$ cat src/rtl/slipstream_pkg.sv
// Shared Slipstream clocking types and constants.
// Used by ss_clock_gen (optional halt handshake: SS_CLKGEN_HALT_EN).
package slipstream_pkg;

   typedef enum logic [1:0] {
      PRESET = 2'd0,
      RUN    = 2'd1,
      HALTED = 2'd2
   } ss_clkgen_state_t;

   localparam int SS_DIV_MIN = 2;

   // Gate clock needs an even divider so both halves are the same length.
   function automatic bit ss_div_ok(input int div);
      return (div >= SS_DIV_MIN) && ((div % 2) == 0);
   endfunction

endpackage

$ cat src/rtl/ss_phase_counter.sv
// Free-running 0..DIV-1 phase counter that flags the updates carrying the
// gate-clock rise (DIV/2-1 -> DIV/2) and fall (DIV-1 -> 0).
module ss_phase_counter
   import slipstream_pkg::*;
#(
   parameter int DIV = 4
) (
   input  logic MasterClock,
   input  logic clear,
   input  logic freeze,
   output logic rise,
   output logic fall
);

   localparam int PW = $clog2(DIV);
   localparam logic [PW-1:0] RISE_AT = PW'(DIV / 2 - 1);
   localparam logic [PW-1:0] LAST    = PW'(DIV - 1);

   logic [PW-1:0] phase;

   always_ff @(posedge MasterClock) begin
      if (clear || freeze || (phase == LAST))
         phase <= '0;
      else
         phase <= phase + 1'b1;
   end

   // Indications describe the update about to happen, so a frozen counter makes no edges.
   assign rise = !freeze && (phase == RISE_AT);
   assign fall = !freeze && (phase == LAST);

endmodule

$ cat src/rtl/ss_clock_gen.sv
// Slipstream gate clock, edge strobes and active-low preset source.
// Define SS_CLKGEN_HALT_EN to compile in the HALTED state and haltReq/haltAck handshake.
module ss_clock_gen
   import slipstream_pkg::*;
#(
   parameter int DIV           = 4,
   parameter int PRESET_CYCLES = 2
) (
   input  logic MasterClock,
   input  logic resetL,
   input  logic haltReq,
   output logic clk,
   output logic clkRise,
   output logic clkFall,
   output logic sL,
   output logic haltAck
);

   if (!ss_div_ok(DIV)) begin : g_div_check
      $error("ss_clock_gen: DIV must be even and >= %0d", SS_DIV_MIN);
   end

   localparam int CNT_W = (PRESET_CYCLES > 0) ? $clog2(PRESET_CYCLES + 1) : 1;
   localparam logic [CNT_W-1:0] CNT_MAX = CNT_W'(PRESET_CYCLES);

   ss_clkgen_state_t state;
   logic [CNT_W-1:0] preset_cnt;
   logic             edge_rise;
   logic             edge_fall;

   ss_phase_counter #(.DIV(DIV)) u_phase (
      .MasterClock (MasterClock),
      .clear       (!resetL),
      .freeze      (state == HALTED),
      .rise        (edge_rise),
      .fall        (edge_fall)
   );

`ifndef SS_CLKGEN_HALT_EN
   logic unused_halt_req;
   assign unused_halt_req = haltReq;
   assign haltAck = 1'b0;
`endif

   // Edges follow the phase counter in every state; HALTED freezes it so no edges occur there.
   always_ff @(posedge MasterClock) begin
      if (!resetL) begin
         state      <= PRESET;
         preset_cnt <= '0;
         clk        <= 1'b0;
         clkRise    <= 1'b0;
         clkFall    <= 1'b0;
         sL         <= 1'b0;
`ifdef SS_CLKGEN_HALT_EN
         haltAck    <= 1'b0;
`endif
      end else begin
         clkRise <= edge_rise;
         clkFall <= edge_fall;
         if (edge_rise)
            clk <= 1'b1;
         else if (edge_fall)
            clk <= 1'b0;

         case (state)
            PRESET: begin
               if (PRESET_CYCLES == 0) begin
                  sL    <= 1'b1;
                  state <= RUN;
               end else begin
                  if (edge_rise && (preset_cnt != CNT_MAX))
                     preset_cnt <= preset_cnt + 1'b1;
                  if (edge_fall && (preset_cnt == CNT_MAX)) begin
                     sL    <= 1'b1;
                     state <= RUN;
                  end
               end
            end
            RUN: begin
`ifdef SS_CLKGEN_HALT_EN
               if (haltReq && edge_fall) begin
                  state   <= HALTED;
                  haltAck <= 1'b1;
               end
`endif
            end
`ifdef SS_CLKGEN_HALT_EN
            HALTED: begin
               clk <= 1'b0;
               if (!haltReq) begin
                  haltAck <= 1'b0;
                  state   <= RUN;
               end
            end
`endif
            default: state <= PRESET;
         endcase
      end
   end

endmodule

$ cat config.mk
export PLATFORM = sky130hd
export DESIGN_NAME = ss_clock_gen
export DESIGN_NICKNAME = d
export VERILOG_FILES = /design/src/rtl/slipstream_pkg.sv /design/src/rtl/ss_phase_counter.sv /design/src/rtl/ss_clock_gen.sv
export SDC_FILE = /design/constraint.sdc
export NUM_CORES = 1
export LEC_CHECK = 0
export ABC_AREA = 1
export BUFFER_PORTS_ARGS = -buffer_cell sky130_fd_sc_hd__buf_2
export CAP_MARGIN = 15
export CORE_AREA = 2 2 39 41
export CTS_BUF_LIST = sky130_fd_sc_hd__clkbuf_2
export DETAILED_ROUTE_END_ITERATION = 8
export DIE_AREA = 0 0 41 43
export PLACE_DENSITY_LB_ADDON = 0.25
export SLEW_MARGIN = 20
export SYNTH_ARGS = -nofsm -noshare
export SYNTH_HDL_FRONTEND = slang
export SYNTH_SLANG_ARGS = --single-unit
$ cat constraint.sdc
create_clock -name MasterClock -period 2.4 [get_ports MasterClock]
set_input_delay 0.36 -clock MasterClock [delete_from_list [all_inputs] [get_ports MasterClock]]
set_output_delay 0.36 -clock MasterClock [all_outputs]
set_load 0.03 [all_outputs]
* After elaboration in Yosys (flattened, before gate mapping)
Index checks and enable logic that the tools add are counted.
** Storage, ports and cells
- Bits in registers :: 10
- Bits in latches :: 0
- Memory bits (writable) :: 0
- Memory bits (read-only) :: 0
- Bits of input ports :: 3
- Output and inout port bits :: 5
- Logic and storage cells :: 34
- Memories :: 0
** Cells by class
- Add/subtract/negate cells :: 2
- Multipliers :: 0
- Div/mod/pow operators :: 0
- $lt $le $gt $ge :: 0
- Eq/ne operators :: 7
- Shifts and indexed selects :: 0
- Mux-type cells :: 4
- Bitwise gates (word level) :: 1
- Reductions and logical operators :: 13
** Operators by type and width (count)
- equality test 2 bit (second input constant) :: 3
- AND reduction 2 bit :: 3
- adder 2 x 1 -> 2 bit (second input constant) :: 2
- equality test 2 x 1 -> 1 bit (second input constant) :: 2
- logical AND 1 bit :: 4
- != test 2 bit (second input constant) :: 2
- one-hot mux 2 bit (2 select lines) :: 1
- zero test 1 bit :: 2
- zero test 2 bit :: 1
- logical OR 1 bit :: 2
- two-way mux 1 bit :: 2
- two-way mux 2 bit :: 1
- nonzero test 2 bit :: 1
- NOT 1 bit :: 1

* Logic depth before layout (Yosys ltp)
- Word-level depth :: 6
- Mapped depth :: 7
- Gate-level depth less buffers :: 7

* Hierarchy
Synthesis repeated with hierarchy kept, for this count alone.
** Unflattened totals
- Cells, all modules :: 49
- Area total of the unflattened synthesis :: 379.1 sq um
** Modules (own cells, without submodules)
- ss_clock_gen :: instances 1, cells each 36, area an instance 280.3 sq um, seq. area each 140.1 sq um
- ss_phase_counter :: instances 1, cells each 13, area an instance 98.8 sq um, seq. area each 40.0 sq um

* Least setup slack after synthesis
Ideal clock, no wire load.
- Path type :: reg2reg
- Start point :: reg preset_cnt[0]
- End point :: reg preset_cnt[0]
- Library setup time :: 0.064 ns
- Data arrival time :: 0.868 ns
- Data required time :: 2.336 ns
- Path slack :: 1.468 ns
- Stages on the path, launching flop included :: 8
- Path buffers :: 0
- Period minus slack after synthesis :: 0.932 ns
- Cell sequence :: dfxtp_1 > inv_1 > ha_1 > inv_1 > nand3_1 > nand2_1 > inv_1 > nor2_1
** On the way
- Word-level cells in the longest chain between the ends :: 3
- Elaborated cells on any way between the ends :: 4
- Classes of those cells :: 1 x add/sub; 1 x eq/ne; 2 x reduce/logical
** RTL lines
- from (decl) :: RTL line ss_clock_gen.sv:27 : logic [CNT_W-1:0] preset_cnt;
- from (signal assigned) :: RTL line ss_clock_gen.sv:72 : preset_cnt <= preset_cnt + 1'b1;
- != test 2 bit :: RTL line ss_clock_gen.sv:71 : if (edge_rise && (preset_cnt != CNT_MAX))
- logical AND 1 bit :: RTL line ss_clock_gen.sv:71
- AND reduction 2 bit (no line)
Several ways; a longest one is shown, not always the timed one.
A chain may end at the register's enable or synchronous reset.

* Worst setup path in the final report
- Start point :: reg sL
- End point :: out sL
** RTL lines
- from (decl) :: RTL line ss_clock_gen.sv:15 : output logic sL,
- from (signal assigned) :: RTL line ss_clock_gen.sv:53 : sL <= 1'b0;
- from (signal assigned) :: RTL line ss_clock_gen.sv:68 : sL <= 1'b1;
- from (signal assigned) :: RTL line ss_clock_gen.sv:74 : sL <= 1'b1;
No word-level cell between the ends.

==> results.py <==
metrics = {
    "floorplan": {
        "initial_core_util": 0.261,
        "die_w_um": 41,
        "num_rows": 14,
        "dieHeight_um": 43,
        "dieArea_um2": 1760,
        "core_um2": 1380,
        "io_pins": 8,
    },
    "clock_network": {
        "cts_setup_buffers": 0,
        "insertion_delay_ps": 250,
        "clock-root-buffer": "clkbuf_2",
        "cts_buffer_depth": 2,
        "cts.sinks": 9,
        "h-tree-depth": 1,
        "cts_tree": "built",
        "cts-resized-gates": 0,
        "holdBufCountCts": 0,
        "clk_transition_reported_paths_ps": 100,
        "cts_buffers": 3,
    },
    "power": {
        "clkPwrFrac": 0.306,
        "p_seq_frac": 0.514,
        "combPwrFrac": 0.181,
        "p_per_area_nw_per_um2": 791,
        "vdd_drop_max_uv": 229,
        "finalPower_w": 0.000332,
        "p_int_w": 0.000230,
        "p_switching_w": 0.000102,
        "p_leak_nw": 0.225,
        "sw_frac_of_total": 0.306,
    },
    "layout": {
        "design_area_um2": 419,
        "diodes": 0,
        "area_growth_pct": 15.9,
        "fillerInstances": 152,
        "utilization": 0.303,
        "drive_gt1_frac": 0.231,
        "nets": 59,
    },
    "timing": {
        "rsz0062_at_grt": "no",
        "setup-tns-final_ps": 0,
        "hold_slack_ps": 363,
        "clock.fmax_mhz": 879,
        "fin_crit_sh": 0.474,
        "drv_slew": 0,
        "fin_skew_ps": 7.60,
        "hold_violations": 0,
        "setup_violations": 0,
        "period_needed_ps": 1140,
    },
    "critical_path": {
        "rr_worst_depth": 7,
        "critPathKind": "reg2out",
        "cp_max_fo": 2,
        "crit_buf_inv": 1,
        "worstPathRequired_ps": 2040,
        "reg2reg_to": "preset_cnt[1]",
        "crit_family": "flip-flops",
        "r2r_slack_ps": 1350,
        "start_kind": "register",
        "cp-end-kind": "output pin",
        "slowest_delay_ps": 330,
        "crit_chain": "buf_2",
        "crit_slowest_cell": "dfxtp_1",
        "timing.rr.start": "preset_cnt[0]",
        "cp.arrival_ps": 780,
    },
    "detailed_routing": {
        "post-route-drc-count": 0,
        "firstDrtPassIters": 4,
        "vias": 263,
        "routed_via_density": 3.87,
        "wl_um": 508,
        "ant_nets": 0,
        "routedWlPerCell_um": 7.47,
        "drt_iter0_drc": 4,
    },
    "synthesis": {
        "synth_cell_types": 13,
        "avgSynthCellArea_um2": 8.22,
        "syn_area_um2": 362,
        "ys_ff_latch": 9,
        "synth_seq_area_share": 0.498,
        "synthCells": 44,
        "syn_nets": 50,
        "yosys_warnings": 0,
    },
    "grt": {
        "antenna_found_initial": 0,
        "grt_max_degree": 6,
        "grt_remaining_overflow": 0,
        "grt.total_usage": 0.0785,
        "grt_pass1_vias": 214,
        "grt_pass1_wl_um": 793,
    },
    "hold_path": {
        "min_delay_path_depth": 3,
        "hold_end": "preset_cnt[0]",
        "hp-class": "in2reg",
        "min_from": "resetL",
    },
    "outcome": {
        "status": "complete, no violations",
    },
    "placement": {
        "dp_hpwl_um": 379,
        "portBuffers": 5,
        "place_area_um2": 399,
        "gp_congestion": 0.602,
    },
    "job": {
        "drv_cap": 0,
    },
}
[power groups by stage]
stage               sequential [W]  combinational, W  clock, W
floorplan                 0.000183         0.0000401         0
global placement          0.000173         0.0000602         0
detailed placement        0.000174         0.0000605         0
CTS                       0.000171         0.0000607  0.000104
global route              0.000172         0.0000684  0.000111
finish                    0.000170         0.0000599  0.000101
[kinds of logic after synthesis]
family	Yosys count	synth area share
simple gates	15	0.190
buf+inv	13	0.145
flops	9	0.498
compound gates	3	0.0519
fa+ha+maj	3	0.104
other cells	1	0.0104
[per-stage QoR]
stage,instances,worst slack [ps]
after floorplan,44,1470
after global placement,64,1390
final,68,1260
after detailed placement,64,1370
after CTS,68,1250
after global routing,68,1170
[cells in the final DEF, fill, tap and decap left out]
cell / synthesis / layout
clkbuf_2: 0 / 4
nand3_1: 2 / 2
or2_4: 1 / 1
nor2_1: 4 / 4
nand2_1: 6 / 6
ha_1: 3 / 3
inv_2: 1 / 1
a21oi_1: 2 / 2
o21ai_2: 1 / 1
buf_2: 0 / 5
conb_1: 1 / 1
nand4_1: 2 / 2
dfxtp_1: 9 / 9
inv_1: 11 / 11
[metal layers]
metal,routed length [µm],GRT usage,vias to the layer above
met1,254,0.0809,103
met4,23,0.120,0
met3,33,0.0471,4
li1,-,-,145
met5,0,0,-
met2,197,0.0813,11
[Yosys cell counts, drive strengths merged]
| cell type | number | share of area |
|---|---|---|
| a21oi | 2 | 0.028 |
| buf | 1 | 0.021 |
| conb | 1 | 0.010 |
| dfxtp | 9 | 0.50 |
| ha | 3 | 0.10 |
| inv | 12 | 0.12 |
| nand2 | 6 | 0.062 |
| nand3 | 2 | 0.028 |
| nand4 | 2 | 0.035 |
| nor2 | 4 | 0.042 |
| o21ai | 1 | 0.024 |
| or2 | 1 | 0.024 |
[worst max-delay path by stage]
stage / end / depth (start not counted) / startpoint
6_report: sL / 1 / sL
5_1_grt: sL / 1 / sL
4_1_cts: sL / 1 / sL
3_5_place_dp: preset_cnt[1] / 7 / preset_cnt[0]
3_3_place_gp: preset_cnt[0] / 7 / preset_cnt[0]
2_1_floorplan: preset_cnt[0] / 7 / preset_cnt[0]
[cell type report]
type / count / area (µm²) / area share
Sequential cell: 9 / 180 / 0.430
Multi-Input combinational cell: 22 / 129 / 0.307
Inverter: 12 / 45.0 / 0.107
Timing Repair Buffer: 5 / 25.0 / 0.0597
Clock buffer: 4 / 20.0 / 0.0478
Tap cell: 16 / 20.0 / 0.0478
[state kept, by name, summed over array words and instances (netlist names)]
| name | count |
|---|---|
| clk | 1 |
| state | 1 |
| sL | 1 |
| clkFall | 1 |
| clkRise | 1 |
| u_phase.phase | 2 |
| preset_cnt | 2 |
(Power assumes the default switching activity.)
